$ cat config.mk
export PLATFORM = sky130hd
export DESIGN_NAME = reset_seq
export DESIGN_NICKNAME = d
export VERILOG_FILES = /design/src/rtl/reset_seq_pkg.sv /design/src/rtl/reset_sync.sv /design/src/rtl/reset_seq.sv
export SDC_FILE = /design/constraint.sdc
export NUM_CORES = 1
export LEC_CHECK = 0
export ABC_CLOCK_PERIOD_IN_PS = 2400
export CAP_MARGIN = 25
export CORE_AREA = 2 2 47 49
export DETAILED_ROUTE_END_ITERATION = 12
export DIE_AREA = 0 0 49 51
export PLACE_DENSITY = 0.74
export RECOVER_POWER = 25
export SLEW_MARGIN = 20
export SYNTH_ARGS = -nofsm -noshare
export SYNTH_HDL_FRONTEND = slang
export SYNTH_SLANG_ARGS = --single-unit
export TNS_END_PERCENT = 50
$ cat constraint.sdc
create_clock -name clk -period 2.4 [get_ports clk]
set_input_delay 0.48 -clock clk [delete_from_list [all_inputs] [get_ports clk]]
set_output_delay 0.48 -clock clk [all_outputs]
set_load 0.05 [all_outputs]
$ cat src/rtl/reset_seq_pkg.sv
// -----------------------------------------------------------------------------
// reset_seq_pkg
//
// Shared definitions for the reset sequencer:
//   - reset_seq_state_t : sequencer FSM states (HOLD, STRETCH, RELEASE, RUN)
//   - *_MIN constants   : smallest legal value of each sequencer parameter
//   - cnt_width()       : counter width needed to hold a value, never below 1
// -----------------------------------------------------------------------------
package reset_seq_pkg;

  // Sequencer FSM states.
  typedef enum logic [1:0] {
    HOLD    = 2'd0,
    STRETCH = 2'd1,
    RELEASE = 2'd2,
    RUN     = 2'd3
  } reset_seq_state_t;

  // Smallest legal parameter values.
  localparam int SYNC_STAGES_MIN    = 2;
  localparam int NUM_OUT_MIN        = 1;
  localparam int STRETCH_CYCLES_MIN = 0;
  localparam int STAGE_GAP_MIN      = 1;

  // Width of a counter that must hold 'value'. A value of 0 is treated as 1,
  // so the counter always has at least one bit.
  function automatic int cnt_width(input int value);
    int v;
    if (value < 1) begin
      v = 1;
    end else begin
      v = value;
    end
    return $clog2(v + 1);
  endfunction

endpackage

$ cat src/rtl/reset_sync.sv
// -----------------------------------------------------------------------------
// reset_sync
//
// Preset-style reset synchroniser chain. Every stage is preset to 1 while
// async_reset_n is low, so assertion is immediate. After release, a 0 enters
// stage 0 and walks down the chain one stage per enabled clock edge, so
// rst_sync falls SYNC_STAGES enabled edges after release.
//
// Ports:
//   clk           in  : system clock
//   async_reset_n in  : asynchronous active-low reset (presets the chain)
//   clk_enable    in  : chain shifts only when high
//   rst_sync      out : synchronised active-high reset (last chain stage)
// -----------------------------------------------------------------------------
module reset_sync
  import reset_seq_pkg::*;
#(
  parameter int SYNC_STAGES = 4
) (
  input  logic clk,
  input  logic async_reset_n,
  input  logic clk_enable,
  output logic rst_sync
);

  // Reject a chain too short to be a synchroniser.
  if (SYNC_STAGES < SYNC_STAGES_MIN) begin : g_bad_sync_stages
    $error("reset_sync: SYNC_STAGES must be at least 2");
  end

  logic [SYNC_STAGES-1:0] chain_d;
  logic [SYNC_STAGES-1:0] chain_q;

  // Next chain value: shift a 0 into stage 0 on enabled edges, else hold.
  always_comb begin
    chain_d = chain_q;
    if (clk_enable) begin
      chain_d = {chain_q[SYNC_STAGES-2:0], 1'b0};
    end else begin
      chain_d = chain_q;
    end
  end

  // Chain flops, preset asynchronously while the board reset is low.
  always_ff @(posedge clk or negedge async_reset_n) begin
    if (!async_reset_n) begin
      chain_q <= '1;
    end else begin
      chain_q <= chain_d;
    end
  end

  assign rst_sync = chain_q[SYNC_STAGES-1];

endmodule

$ cat src/rtl/reset_seq.sv
// -----------------------------------------------------------------------------
// reset_seq
//
// Reset sequencer for the 6502 system. The board reset is synchronised to clk,
// held for STRETCH_CYCLES further enabled cycles, and then the NUM_OUT
// sequenced resets are released one at a time (bit 0 first), STAGE_GAP enabled
// cycles apart. reset_done rises on the edge the last bit is released.
//
// Ports:
//   clk            in            : system clock
//   async_reset_n  in            : asynchronous active-low board reset
//   clk_enable     in            : all sequential state advances only when high
//   soft_reset_req in            : synchronous active-high soft reset request
//                                  (only with RESET_SEQ_SOFT_REQ_EN defined)
//   sync_reset     out [NUM_OUT] : active-high resets, registered
//   reset_done     out           : high once every sync_reset bit is low
//
// Build option:
//   RESET_SEQ_SOFT_REQ_EN - adds soft_reset_req. A request seen in STRETCH,
//   RELEASE or RUN reasserts every output and parks the FSM in HOLD until the
//   request drops; the sequence then resumes from STRETCH without re-running
//   the synchroniser.
// -----------------------------------------------------------------------------
module reset_seq
  import reset_seq_pkg::*;
#(
  parameter int SYNC_STAGES    = 4,
  parameter int NUM_OUT        = 3,
  parameter int STRETCH_CYCLES = 16,
  parameter int STAGE_GAP      = 4
) (
  input  logic               clk,
  input  logic               async_reset_n,
  input  logic               clk_enable,
`ifdef RESET_SEQ_SOFT_REQ_EN
  input  logic               soft_reset_req,
`endif
  output logic [NUM_OUT-1:0] sync_reset,
  output logic               reset_done
);

  // ---------------------------------------------------------------------------
  // Parameter legality (SYNC_STAGES is checked inside reset_sync)
  // ---------------------------------------------------------------------------
  if (NUM_OUT < NUM_OUT_MIN) begin : g_bad_num_out
    $error("reset_seq: NUM_OUT must be at least 1");
  end
  if (STRETCH_CYCLES < STRETCH_CYCLES_MIN) begin : g_bad_stretch
    $error("reset_seq: STRETCH_CYCLES must not be negative");
  end
  if (STAGE_GAP < STAGE_GAP_MIN) begin : g_bad_stage_gap
    $error("reset_seq: STAGE_GAP must be at least 1");
  end

  // ---------------------------------------------------------------------------
  // Counter geometry
  // ---------------------------------------------------------------------------
  localparam int STR_W = cnt_width(STRETCH_CYCLES);
  localparam int GAP_W = cnt_width(STAGE_GAP);
  localparam int IDX_W = cnt_width(NUM_OUT - 1);

  // Last stretch count before release; only meaningful when STRETCH_CYCLES > 0.
  localparam int STR_LAST_I = (STRETCH_CYCLES > 0) ? (STRETCH_CYCLES - 1) : 0;

  localparam logic [STR_W-1:0] STR_LAST   = STR_W'(STR_LAST_I);
  localparam logic [STR_W-1:0] STR_ONE    = STR_W'(1);
  // The gap counter expires at 0, so loading GAP-1 spaces releases GAP edges.
  localparam logic [GAP_W-1:0] GAP_RELOAD = GAP_W'(STAGE_GAP - 1);
  localparam logic [GAP_W-1:0] GAP_ONE    = GAP_W'(1);
  localparam logic [IDX_W-1:0] IDX_LAST   = IDX_W'(NUM_OUT - 1);
  localparam logic [IDX_W-1:0] IDX_ONE    = IDX_W'(1);

  // ---------------------------------------------------------------------------
  // Synchroniser
  // ---------------------------------------------------------------------------
  logic rst_sync_s;

  reset_sync #(
    .SYNC_STAGES (SYNC_STAGES)
  ) u_reset_sync (
    .clk           (clk),
    .async_reset_n (async_reset_n),
    .clk_enable    (clk_enable),
    .rst_sync      (rst_sync_s)
  );

  // ---------------------------------------------------------------------------
  // Soft request (tied off when the option is not built)
  // ---------------------------------------------------------------------------
  logic soft_req_s;

`ifdef RESET_SEQ_SOFT_REQ_EN
  assign soft_req_s = soft_reset_req;
`else
  assign soft_req_s = 1'b0;
`endif

  // ---------------------------------------------------------------------------
  // Sequencer state
  // ---------------------------------------------------------------------------
  reset_seq_state_t   state_d,      state_q;
  logic [STR_W-1:0]   str_cnt_d,    str_cnt_q;
  logic [GAP_W-1:0]   gap_cnt_d,    gap_cnt_q;
  logic [IDX_W-1:0]   idx_d,        idx_q;
  logic [NUM_OUT-1:0] sync_reset_d, sync_reset_q;
  logic               reset_done_d, reset_done_q;
  logic               enter_release_s;

  // Next-state and next-output logic for the sequencer.
  always_comb begin
    state_d         = state_q;
    str_cnt_d       = str_cnt_q;
    gap_cnt_d       = gap_cnt_q;
    idx_d           = idx_q;
    sync_reset_d    = sync_reset_q;
    reset_done_d    = reset_done_q;
    enter_release_s = 1'b0;

    if (!clk_enable) begin
      // Disabled cycle: everything freezes.
      state_d = state_q;
    end else if (soft_req_s && (state_q != HOLD)) begin
      // Soft request: reassert every output and park in HOLD.
      state_d      = HOLD;
      str_cnt_d    = '0;
      gap_cnt_d    = '0;
      idx_d        = '0;
      sync_reset_d = '1;
      reset_done_d = 1'b0;
    end else begin
      case (state_q)
        HOLD: begin
          // The synchroniser has already released after a soft request,
          // so only the request itself keeps the FSM here in that case.
          if (!rst_sync_s && !soft_req_s) begin
            if (STRETCH_CYCLES == 0) begin
              enter_release_s = 1'b1;
            end else begin
              state_d   = STRETCH;
              str_cnt_d = '0;
            end
          end else begin
            state_d = HOLD;
          end
        end

        STRETCH: begin
          if (str_cnt_q >= STR_LAST) begin
            enter_release_s = 1'b1;
          end else begin
            str_cnt_d = str_cnt_q + STR_ONE;
          end
        end

        RELEASE: begin
          if (gap_cnt_q == '0) begin
            // Bits release in index order, so shifting the mask left clears
            // exactly the next bit and can never set one again.
            sync_reset_d = sync_reset_q << 1'b1;
            gap_cnt_d    = GAP_RELOAD;
            if (idx_q >= IDX_LAST) begin
              idx_d = idx_q;
            end else begin
              idx_d = idx_q + IDX_ONE;
            end
            if (idx_d >= IDX_LAST) begin
              state_d      = RUN;
              reset_done_d = 1'b1;
            end else begin
              state_d = RELEASE;
            end
          end else begin
            gap_cnt_d = gap_cnt_q - GAP_ONE;
          end
        end

        RUN: begin
          state_d = RUN;
        end

        default: begin
          // Unreachable encoding: fall back to the safe, fully-reset state.
          state_d      = HOLD;
          str_cnt_d    = '0;
          gap_cnt_d    = '0;
          idx_d        = '0;
          sync_reset_d = '1;
          reset_done_d = 1'b0;
        end
      endcase

      // Release entry: the edge leaving the stretch also frees bit 0.
      if (enter_release_s) begin
        sync_reset_d = {NUM_OUT{1'b1}} << 1'b1;
        gap_cnt_d    = GAP_RELOAD;
        idx_d        = '0;
        if (NUM_OUT == 1) begin
          state_d      = RUN;
          reset_done_d = 1'b1;
        end else begin
          state_d = RELEASE;
        end
      end else begin
        enter_release_s = 1'b0;
      end
    end
  end

  // Sequencer flops; the board reset forces the full reset state at once.
  always_ff @(posedge clk or negedge async_reset_n) begin
    if (!async_reset_n) begin
      state_q      <= HOLD;
      str_cnt_q    <= '0;
      gap_cnt_q    <= '0;
      idx_q        <= '0;
      sync_reset_q <= '1;
      reset_done_q <= 1'b0;
    end else begin
      state_q      <= state_d;
      str_cnt_q    <= str_cnt_d;
      gap_cnt_q    <= gap_cnt_d;
      idx_q        <= idx_d;
      sync_reset_q <= sync_reset_d;
      reset_done_q <= reset_done_d;
    end
  end

  assign sync_reset = sync_reset_q;
  assign reset_done = reset_done_q;

endmodule
---- After elaboration in Yosys (flattened, before gate mapping) ----
Index checks and enable logic that the tools add are counted.
word-level totals
  bits of input ports ..................... 3
  flip-flop bits (word level) ............. 20
  output and inout port bits .............. 4
  logic and storage cells ................. 54
operators by class
  muxes and demuxes ....................... 24
  equality and inequality tests ........... 6
  add/sub/neg operators ................... 3
  order comparisons ....................... 3
  reductions and logical operators ........ 11
operators by type and width
  cell                   count
  $mux W2                9
  $mux W3                6
  $mux W5                2
  $pmux W5 S2            1
  $reduce_and A4 Y1      2
  $pmux W2 S3            1
  $reduce_and A3 Y1      2
  $reduce_bool A2 Y1     3
  $add A5 B1 Y5 const B  1
  $ge A5 B4 Y1 const B   1
  $mux W1                5
  $eq A2 B2 Y1 const B   2
  $ge A2 B2 Y1 const B   2
  $ne A2 B2 Y1 const B   2
  $reduce_bool A4 Y1     1
  $logic_not A3 Y1       1
  $ne A3 B3 Y1 const B   1
  $sub A3 B1 Y3 const B  1
  $add A2 B1 Y2 const B  1
  $eq A2 B1 Y1 const B   1
  $logic_not A2 Y1       1
  $reduce_and A2 Y1      1

---- Longest topological paths before layout ----
  depth after elaboration ................. 10
  depth in mapped cells ................... 7
  mapped depth without buffers ............ 7

---- Modules after synthesis ----
A second synthesis with hierarchy kept.
second synthesis, totals
  cells, all modules ...................... 101
  area total of the unflattened synthesis .. 1062.3 um2
by module, submodules not included
  module      instances  area each (um2)  cells each
  reset_seq   1          914.6            93
  reset_sync  1          147.6            8

---- Least setup slack after synthesis ----
OpenSTA, ideal clock, no wires.
  kind .................................... flip-flop to flip-flop
  start ................................... reg str_cnt_q[0]
  end ..................................... reg str_cnt_q[2]
  library setup time ...................... 76 ps
  data required time ...................... 2324 ps
  setup slack ............................. 620 ps
  arrival ................................. 1703 ps
  cell stages (with the launch flop) ...... 8
  path through ............................ dfrtp_1 > ha_1 > and3_1 > ha_1 > nor2_4 > nand2_2 > or3_4 > o21ai_1
between the ends
  longest elaborated chain between the ends .. 3
ends and longest elaborated chain
  item                                              line                                RTL
  start: declaration                                reset_seq.sv:102                    logic [STR_W-1:0] str_cnt_d, str_cnt_q;
  start signal: assignment                          reset_seq.sv:220                    str_cnt_q <= str_cnt_d;
  $add A5 B1 Y5 or $ge A5 B4 Y1 (tied branches)     reset_seq.sv:151, reset_seq.sv:148
  $mux W5 or $ne A2 B2 Y1 (tied branches)           n/a
  $pmux W5 S2 or $reduce_and A4 Y1 (tied branches)  n/a
Parallel ways exist; a longest one is shown, timed or not. The select of a mux whose other input is x is not followed.
A chain may end at the register's enable or synchronous reset.

---- Final worst setup path ----
  start ................................... reg sync_reset_q[1] (netlist: sync_reset[1])
  end ..................................... out sync_reset[1]
RTL lines
  item                      line              RTL
  start: declaration        reset_seq.sv:105  logic [NUM_OUT-1:0] sync_reset_d, sync_reset_q;
  start signal: assignment  reset_seq.sv:223  sync_reset_q <= sync_reset_d;
  end: declaration          reset_seq.sv:38   output logic [NUM_OUT-1:0] sync_reset,
No word-level cell between the ends.

==> reports/summary.md <==
### Synthesis
• **largest area contributor in the synthesized netlist** sky130_fd_sc_hd__dfrtp_1
• **number of distinct library cells after synthesis** 35
• **proportion of netlist area held by the largest area contributor** 30.95%
• **top cells by area, synth** sky130_fd_sc_hd__dfrtp_1 31%, sky130_fd_sc_hd__dfstp_2 18%, sky130_fd_sc_hd__ha_1 6.0%, sky130_fd_sc_hd__inv_1 3.9%, sky130_fd_sc_hd__a21oi_1 3.3%
• **portion of the post-synthesis area used by sequential elements** 48.45%
• **number of flip-flops and latches in the synthesized netlist** 20
• **mean cell area of the mapped netlist** 10.62 um2
• **synth warn** 0
• **leading register cell type out of synthesis** sky130_fd_sc_hd__dfrtp_1
• **area of the mapped netlist** 1051 um2
• **number of flops mapped to enable cells by yosys** 0
• **cell count after synthesis** 99
• **nets in the synthesized netlist** 107
• **Async S/R FF share, synth** 100.0%

### Clock network
• **maximum clock insertion buffer count** 2
• **setup bufs post-CTS** 0
• **clock transition at the registers of the reported paths** 110 ps
• **CTS H-tree lvls** 1
• **clk_lat worst skew** 290 ps
• **cts-stage hold buffer count** 0
• **clk root buf** sky130_fd_sc_hd__clkbuf_4
• **total clock sinks** 20
• **Gates resized, CTS repair** 0
• **number of clock buffers inserted by TritonCTS** 3
• **TritonCTS clock tree** yes

### Hold path
• **worst hold-check path type** reg2reg

### Run
• **count of max-cap constraint violations** 0

### Die
• **total I/O pin count** 7
• **row count** 17
• **die area** 2499 um2
• **height of the die** 51 um
• **x dimension of the die** 49 um
• **area inside the core boundary** 2063 um2
• **Starting Density** 50.94%

### Drt
• **Final Routed Wirelength** 1882 um
• **drt via density** 5.713
• **DRC marker count from the first detailed-route iteration** 22
• **number of vias in the routed layout** 777
• **DR WL/cell** 13.84 um
• **number of routed nets with antenna violations** 0
• **DRC viols** 0
• **total iterations of the first detailed-routing run** 4

### Place
• **Cells after DPL** 132
• **final weighted congestion in routability-driven placement** 0.8489
• **number of buffers added on ports** 6
• **Detailed Place HPWL** 1420 um

### Layout
• **number of nets in the finished design** 117
• **post-route non-filler standard cell count** 136
• **multi-input combinational cell area** 480.5 um2
• **area growth from synthesis to layout** 11.07%
• **number of diodes** 0
• **sequential cell area** 509.2 um2
• **fill cell count** 188
• **ratio of cells with drive above 1 in the final layout** 22.22%

### STA
• **Layout Skew** 6.512 ps
• **measured slew at the worst slew-check pin** 572.7 ps
• **unrepaired setup endpoints after global routing** no
• **hold violation count in the final report** 0
• **shortest period the worst path allows** 2126 ps
• **Peak Freq** 470.3 MHz
• **final setup TNS** 0 ps
• **period utilization** 88.60%
• **relative slew slack** 61.69%
• **Finish-stage setup viols** 0
• **final number of max-transition violations** 0

### Pwr
• **static leakage** 0.5164 nW
• **Worst VDD drop** 0.6513 mV
• **total power density per cell area** 1021 nW/um2

### Global route
• **via count of the first global-routing pass** 765
• **met1 track demand over resource** 22.62%
• **met3 track utilization from global routing** 2.047%
• **global-route wire length before repair** 3470 um
• **most utilized layer in the global route result** met2
• **GR Util met2** 31.51%
• **antenna violations before repair** 0
• **pin count of the biggest net entering global routing** 14
• **GRT overflow** 0
• **total track usage** 18.49%

### Setup path
• **critical setup path kind** reg2out
• **Top delay family on crit path** buffers and inverters
• **maximum net fanout on the critical path** 3
• **CP endpoint kind** output pin
• **endpoint of the lowest-slack register-to-register path** str_cnt_q[2]
• **delay contributed by the slowest stage of the critical path** 800 ps
• **element type at the critical path start** register
• **startpoint of the worst-slack reg-to-reg timing path** str_cnt_q[0]
• **number of cells on the critical path** 1
• **WP buf/inv** 1
• **CP max-delay cell** sky130_fd_sc_hd__clkdlybuf4s50_1
• **startpoint of the most critical setup path** sync_reset[1]
• **destination of the critical timing path** sync_reset[1]
• **r2r setup slk** 450 ps
• **CP Data Arrival Time** 1650 ps
• **cell breakdown of the critical path** clkdlybuf4s50_1
• **worst reg2reg path depth** 7
• **required time of the critical path** 1920 ps

### Status
• **outcome** completed

area by class of cell:
cell class / count / area share [%]
flip-flops and latches: 20 / 43.62
clock buffers: 4 / 2.251
inverters: 11 / 3.537
repair buffers: 8 / 6.431
well taps: 28 / 3.001
multi-input cells: 65 / 41.16
flip-flops by register name, summed over array words and instances (netlist names):
name / cells
idx_q: 2
reset_done: 1
u_reset_sync.chain_q: 4
gap_cnt_q: 3
state_q: 2
sync_reset: 3
str_cnt_q: 5
cell families (layout without fill, tap and decap cells):
kind of cell | Yosys count | in the layout | synth area share (%)
buf+inv | 14 | 23 | 5.832
simple gates | 28 | 28 | 17.26
flops | 20 | 20 | 48.45
mux | 3 | 3 | 3.214
fa+ha+maj | 5 | 5 | 5.952
compound gates | 29 | 29 | 19.29
cell usage after synthesis, drive strengths merged, types with 2 or more instances:
cell	instances
mux2	3
nor2	6
and3	2
a21oi	7
dfstp	7
a31oi	3
nand2	6
dfrtp	13
o2bb2ai	2
inv	11
nor2b	2
o221ai	2
buf	3
nand4	2
ha	5
o21ai	8
nand2b	5
how the worst min path moves through the flow:
stage	from	to	cells past startpoint
after floorplan	async_reset_n	gap_cnt_q[0]	0
after global placement	sync_reset[2]	sync_reset[2]	2
after detailed placement	sync_reset[2]	sync_reset[2]	2
after CTS	sync_reset[2]	sync_reset[2]	2
after global routing	sync_reset[2]	sync_reset[2]	2
final	sync_reset[2]	sync_reset[2]	2
power by group:
group | total [mW] | switching, mW | internal, mW
combinational | 0.500 | 0.294 | 0.207
clock | 0.158 | 0.0939 | 0.0646
sequential | 0.534 | 0.0937 | 0.440
cell usage in the layout (no fill, tap or decap), types with 2 or more instances in the layout:
master | netlist | layout
sky130_fd_sc_hd__buf_4 | 2 | 2
sky130_fd_sc_hd__nor2_1 | 4 | 4
sky130_fd_sc_hd__a31oi_1 | 3 | 3
sky130_fd_sc_hd__clkdlybuf4s50_1 | 0 | 5
sky130_fd_sc_hd__dfrtp_1 | 13 | 13
sky130_fd_sc_hd__o21ai_0 | 5 | 5
sky130_fd_sc_hd__nand2_1 | 5 | 5
sky130_fd_sc_hd__ha_1 | 5 | 5
sky130_fd_sc_hd__nand4_1 | 2 | 2
sky130_fd_sc_hd__o2bb2ai_1 | 2 | 2
sky130_fd_sc_hd__and3_1 | 2 | 2
sky130_fd_sc_hd__clkbuf_4 | 0 | 3
sky130_fd_sc_hd__o221ai_1 | 2 | 2
sky130_fd_sc_hd__o21ai_1 | 3 | 3
sky130_fd_sc_hd__dfstp_2 | 7 | 7
sky130_fd_sc_hd__a21oi_1 | 7 | 7
sky130_fd_sc_hd__inv_1 | 11 | 11
sky130_fd_sc_hd__nor2b_1 | 2 | 2
sky130_fd_sc_hd__mux2_2 | 3 | 3
sky130_fd_sc_hd__nand2b_1 | 4 | 4
metal layers:
metal / vias up / routed length, um / part of all wire [%]
li1: 369 / - / -
met1: 387 / 808 / 43
met2: 19 / 1001 / 53
met3: 2 / 55 / 2.9
met4: 0 / 17 / 0.90
met5: - / 0 / 0
metrics by stage:
step / hold slack [ps] / power, mW / util, % / area [um2] / worst slack (ps)
after global routing: 492.8 / 1.292 / 56.58 / 1167 / 198.5
after detailed placement: 455.1 / 1.034 / 55.31 / 1141 / 443.5
final: 468.0 / 1.192 / 56.58 / 1167 / 273.7
after floorplan: 184.4 / 0.9025 / - / 1051 / 620.4
after global placement: 453.6 / 1.016 / 55.31 / 1141 / 480.4
after CTS: 476.2 / 1.207 / 56.58 / 1167 / 247.5
No activity file was read; power rests on OpenSTA's default activity.
